## src/rtl/hps_cmd_regs.sv

```systemverilog
// Command/status register block between the HPS lightweight bus and the
// neural-net master FSM: command strobes, result capture, busy cycles, watchdog.
module hps_cmd_regs #(
  parameter logic [31:0] TIMEOUT_CYCLES = 32'd1_000_000,
  parameter int unsigned RESULT_W       = 8
) (
  input  logic                clk,
  input  logic                reset,
  input  logic [1:0]          address,
  input  logic                write,
  input  logic [31:0]         writedata,
  input  logic                read,
  output logic [31:0]         readdata,
  output logic                readdatavalid,
  input  logic                arm,
  input  logic                result_valid,
  input  logic [RESULT_W-1:0] result,
  output logic [1:0]          command,
  output logic                training,
  output logic                stop,
  output logic                interrupt
);

  logic                done_q;
  logic                err_q;
  logic                timeout_q;
  logic [RESULT_W-1:0] result_q;
  logic [31:0]         cycles_q;
  logic [31:0]         wd_cnt;

  logic        ctrl_wr;
  logic        abort;
  logic        start_req;
  logic        start_ok;
  logic        start_busy;
  logic        status_rd;
  logic        result_rd;
  logic        wd_hit;
  logic [31:0] rd_mux;
  logic        unused_wdata;

  assign unused_wdata = ^writedata[31:5];

  // Abort suppresses every effect of the cmd field in the same write.
  assign ctrl_wr    = write && (address == 2'd0);
  assign abort      = ctrl_wr && writedata[4];
  assign start_req  = ctrl_wr && !writedata[4] && (writedata[1:0] == 2'b10);
  assign start_ok   = start_req && !arm;
  assign start_busy = start_req && arm;
  assign status_rd  = read && (address == 2'd1);
  assign result_rd  = read && (address == 2'd2);

  // Fires on the edge that samples the TIMEOUT_CYCLES-th consecutive arm cycle.
  assign wd_hit = (TIMEOUT_CYCLES != 32'd0) && arm &&
                  (wd_cnt == TIMEOUT_CYCLES - 32'd1);

  always_comb begin
    rd_mux = '0;
    case (address)
      2'd0: rd_mux[2] = training;
      2'd1: rd_mux[4:0] = {training, timeout_q, err_q, done_q, arm};
      2'd2: rd_mux[RESULT_W-1:0] = result_q;
      default: rd_mux = cycles_q;
    endcase
  end

  always_ff @(posedge clk) begin
    if (reset) begin
      readdata      <= '0;
      readdatavalid <= 1'b0;
      command       <= 2'b00;
      training      <= 1'b0;
      stop          <= 1'b0;
      interrupt     <= 1'b0;
      done_q        <= 1'b0;
      err_q         <= 1'b0;
      timeout_q     <= 1'b0;
      result_q      <= '0;
      cycles_q      <= '0;
      wd_cnt        <= '0;
    end else begin
      readdatavalid <= read;
      readdata      <= read ? rd_mux : '0;

      command   <= (ctrl_wr && !writedata[4] && !start_busy) ? writedata[1:0] : 2'b00;
      stop      <= ctrl_wr && writedata[3] && training && arm;
      interrupt <= abort || wd_hit;
      if (ctrl_wr)
        training <= writedata[2];

      // Set events win over clear-on-read in the same cycle.
      if (start_ok)
        done_q <= 1'b0;
      else if (result_valid)
        done_q <= 1'b1;
      else if (result_rd)
        done_q <= 1'b0;

      if (start_busy)
        err_q <= 1'b1;
      else if (start_ok || status_rd)
        err_q <= 1'b0;

      if (wd_hit)
        timeout_q <= 1'b1;
      else if (status_rd)
        timeout_q <= 1'b0;

      if (result_valid)
        result_q <= result;

      if (start_ok)
        cycles_q <= '0;
      else if (arm && (cycles_q != '1))
        cycles_q <= cycles_q + 32'd1;

      if (!arm || wd_hit || (TIMEOUT_CYCLES == 32'd0))
        wd_cnt <= '0;
      else
        wd_cnt <= wd_cnt + 32'd1;
    end
  end

endmodule

```

## config.mk

```make
export PLATFORM = sky130hd
export DESIGN_NAME = hps_cmd_regs
export DESIGN_NICKNAME = d
export VERILOG_FILES = /design/src/rtl/hps_cmd_regs.sv
export SDC_FILE = /design/constraint.sdc
export NUM_CORES = 1
export LEC_CHECK = 0
export BUFFER_PORTS_ARGS = -buffer_cell sky130_fd_sc_hd__buf_2
export CELL_PAD_IN_SITES_DETAIL_PLACEMENT = 1
export CELL_PAD_IN_SITES_GLOBAL_PLACEMENT = 1
export CORE_ASPECT_RATIO = 1.4
export CORE_MARGIN = 2
export CORE_UTILIZATION = 43
export CTS_BUF_LIST = sky130_fd_sc_hd__clkbuf_4
export DETAILED_ROUTE_END_ITERATION = 7
export PLACE_DENSITY_LB_ADDON = 0.05
export SLEW_MARGIN = 10
export SYNTH_ARGS = -nofsm -noshare
export SYNTH_HDL_FRONTEND = slang
export SYNTH_SLANG_ARGS = --single-unit
export TNS_END_PERCENT = 1
```

## constraint.sdc

```tcl
create_clock -name clk -period 2.2 [get_ports clk]
set_input_delay 0.11 -clock clk [delete_from_list [all_inputs] [get_ports clk]]
set_output_delay 0.11 -clock clk [all_outputs]
set_load 0.02 [all_outputs]
```

### Word-level counts from Yosys, hierarchy flattened

Index checks and enable logic that the tools add are counted.
Widths: inputs -> output; s select.

| word-level totals | value |
|---|---|
| bits in registers | 113 |
| output and inout bits | 38 |
| bits of input ports | 48 |
| word-level logic and storage cells | 62 |

| operators by class | value |
|---|---|
| mux-type cells | 10 |
| equality and inequality tests | 5 |
| $add $sub $neg | 2 |
| reduce and logical (&&, ||, !) cells | 30 |
| bitwise operators | 2 |

Operators with widths:

| cell | count |
|---|---|
| $add 32x1->32 const B | 2 |
| $eq 32x20->1 const B | 1 |
| $ne 32x32->1 const B | 1 |
| $logic_and 1x1->1 | 14 |
| $pmux 2 s3 | 2 |
| $reduce_or 2->1 | 5 |
| $mux 1 | 6 |
| $pmux 3 s2 | 1 |
| $reduce_bool 2->1 | 3 |
| $reduce_or 5->1 | 1 |
| $eq 2x2->1 const B | 2 |
| $logic_not 1->1 | 3 |
| $logic_or 1x1->1 | 3 |
| $pmux 1 s3 | 1 |
| $eq 2x1->1 const B | 1 |
| $logic_not 2->1 | 1 |
| $not 1->1 | 2 |

### Logic depth before layout (Yosys ltp)

| logic depth | value |
|---|---|
| depth after elaboration | 9 |
| depth in mapped cells | 8 |
| gate-level depth less buffers | 6 |

### Worst setup path before layout

No wires, ideal clock.

| timing | value |
|---|---|
| path kind | register -> register |
| start point | register cycles_q[8] |
| end point | register cycles_q[31] |
| clock period less this slack | 1.903 ns |
| cell stages (with the launch flop) | 9 |
| arrival | 1.833 ns |
| required time | 2.130 ns |
| setup time | 0.070 ns |
| setup slack | 0.297 ns |
| path buffers | 3 |
| path through | dfxtp_1 and4_1 buf_4 and4_1 buf_4 o2111ai_2 buf_6 or4_1 a21oi_1 |

| on the way | value |
|---|---|
| word-level cells in the longest chain between the ends | 2 |
| elaborated cells on any way between the ends | 3 |
| classes of those cells | add/sub (1); eq/ne (1); reduce/logical (1) |

RTL lines:

| item | line | RTL |
|---|---|---|
| start: declaration | 28 | `logic [31:0] cycles_q;` |
| start signal: assignment | 115 | `cycles_q <= cycles_q + 32'd1;` |
| branches (longest 2 deep; another with $add 32x1->32) | - |  |

Parallel ways; which one is timed is not known.
A chain may end at the register's enable or synchronous reset.

### Final worst setup path

| timing | value |
|---|---|
| start point | register cycles_q[17] |
| end point | register cycles_q[23] |

The elaborated chain is that of the path after synthesis.

==> flow_summary.toml <==
[drt]
ant_nets = 0
avgViaCountPerCell = 5.35
wl_per_cell_microns = 16.0
wirelength_microns = 12600
vias = 4197
first_pass_iters = 4
drt_iter0_markers = 78
drc = 0

[cts]
cts_made_buffers = 17
clock_latency_ns = 0.51
cts-root-buf = "clkbuf_4"
cts_buffer_depth = 2
tritoncts = "yes"
clk_pin_slew_ns = 0.10
h-tree-depth = 4
cts_sinks = 113

[pwr]
total_power_mw = 3.45
p_comb_share_pct = 5.7
p_sw_share_pct = 25.0
power.internal_mw = 2.58
vdd.ir_drop.worst_v = 0.000398
p_clk_share_pct = 34.0
powerDensity_mw_per_mm2 = 589
power_switching_mw = 0.863
p_leak_nw = 2.27
seqPwrFrac_pct = 60.4

[die]
num_rows = 45
core_area_sq_mm = 0.0108
design.portCount = 86
die_height_microns = 128
die_w_microns = 92.5
initial_utilization_pct = 43.8
die-area_sq_mm = 0.0118

[worst_setup_path]
cp-end-kind = "flip-flop"
ff2ff_setup_slack_ns = 0.16
critPathBufInv = 0
critPathMaxFanout = 11
critical_path_class = "reg2reg"
crit_slowest_cell = "or4_4"
cp.arrival_ns = 2.47
cpLargestDelayFamily = "simple AND/OR/NAND/NOR gates"
critPathLaunchType = "flip-flop"
slowest_delay_ns = 0.62
required_ns = 2.63
worstPathCellList = "nand4_1 -> or4_4 -> o2111ai_4 -> o21ai_0 -> a21oi_1"

[synth]
synth_edf_count = 0
yosysTopAreaCell = "dfxtp_1"
syn-mean-instance-area_sq_um = 9.15
synthCells = 515
async_reset_ff_share_pct = 0
seq_area_frac_synth_pct = 48.0
netlist.area_leader.share_pct = 48.0
ys_top_cells_by_count = "dfxtp_1, nor2_1, and2_1"
synth_ff_type = "dfxtp_1"
yosysMostFrequentCell = "dfxtp_1"
synth_area_leaders = "dfxtp_1, nor2_1, xnor2_1"
synth_nets = 565
synth-seq-cells = 113
synthesis.area_sq_mm = 0.00471
yosysUniqueCellTypes = 53
yosysWarningCount = 0

[global_routing]
track_usage_pct = 22.7
antenna_found_initial = 1
grt_pass1_vias = 4509
grt_max_degree = 33
overflow = 0
grt_pass1_wl_microns = 21200

[min_path]
hold_class = "in2reg"

[timing]
rsz0062_at_grt = "no"
slew_violations = 0
period_needed_ns = 2.04
period_share_pct = 92.5
skew_ns = 0.0158
tightest_slew_ns = 0.624
tns_ns = 0
finalHoldViolations = 0
fmax_mhz = 491
relSlewSlack_pct = 58.2
setup-violations-final = 0

[finish]
nets = 683
syn2layout_area_growth_pct = 24.1
final_cell_area_sq_mm = 0.00585
drive_above_1_share_pct = 20.2

[placement]
place_area_sq_mm = 0.00532
hpwl_microns = 8420
io_buffers = 58
gp_congestion = 0.847

[run]
max_cap_viol_count = 0

[status]
outcome = "finished clean"
worst paths after layout:
path / from / to / cells past startpoint
worst max-delay path: cycles_q[17] / cycles_q[23] / 5
worst min-delay path: address[0] / readdata[5] / 3
worst max register to register: cycles_q[17] / cycles_q[23] / 5
worst min register to register: wd_cnt[0] / wd_cnt[0] / 1
what timing repair did:
action,CTS,global route
setup endpoints to repair,1,1
hold endpoints to repair,24,0
resized for setup,1,1
buffers inserted,0,0
hold buffers,32,0
final cells by class:
class / count / area (sq um)
Antenna cell: 1 / 2.50
Clock inverter: 10 / 48.8
Fill cell: 1275 / 4910
Inverter: 11 / 41.3
Tap cell: 141 / 176
Timing Repair Buffer: 122 / 863
Multi-Input combinational cell: 368 / 2310
Clock buffer: 19 / 143
Sequential cell: 113 / 2260
worst min-delay path, cell delays in order:
cell and delay (ns):
buf_2 0.20, mux2i_1 0.15, nor2_1 0.07
per-layer routing:
layer  part of all wire [%]  wire length [microns]  track usage (%)
met4                    1.9                    236             8.69
met3                    3.3                    413             5.41
met1                     41                   5100             24.1
met2                     54                   6840             42.9
met5                      0                      0                0
power by group through the flow:
stage	Clock, mW	Sequential [mW]	Combinational (mW)
6_report	1.17	2.08	0.195
5_1_grt	1.31	2.08	0.214
4_1_cts	1.22	2.08	0.189
3_5_place_dp	0	2.13	0.151
3_3_place_gp	0	2.13	0.148
2_1_floorplan	0	2.13	0.0905
placed cells by master (no fill, tap or decap), types with 6 or more instances in the layout:
cell type	instances
dlygate4sd3_1	32
or4_1	6
and2_1	30
buf_2	58
and3_1	7
o21ai_0	9
dfxtp_1	113
xor2_1	14
buf_4	31
nor4_1	13
nor2_1	70
clkinv_2	6
nand3_1	26
nand4_1	17
xnor2_1	26
or3_1	13
a21oi_1	23
nor3_1	11
inv_1	11
nand2_1	29
and4_1	11
mux2i_1	12
clkbuf_4	19
flip-flops by register name, summed over array words and instances (netlist names):
signal	flops
cycles_q	32
done_q	1
err_q	1
wd_cnt	32
result_q	8
stop	1
timeout_q	1
interrupt	1
readdata	32
command	2
training	1
readdatavalid	1
logic make-up after synthesis:
kind of cell,count (synthesis),share of synthesized area (%)
simple gates,249,28.2
flops,113,48.0
xor+xnor,40,7.44
compound gates,60,8.55
fa+ha+maj,2,0.531
mux,17,3.98
buf+inv,34,3.27
per-stage QoR:
stage | util [%] | cells | setup WS [ns] | hold slack [ns]
global route | 54.4 | 785 | 0.0162 | 0.0492
detailed placement | 49.4 | 723 | 0.00313 | 0.353
finish | 54.4 | 785 | 0.164 | 0.0642
global placement | 49.4 | 723 | 0.128 | 0.344
CTS | 54.3 | 784 | 0.131 | 0.0286
floorplan | - | 515 | 0.297 | 0.232
Power figures use the tool's default switching activity.
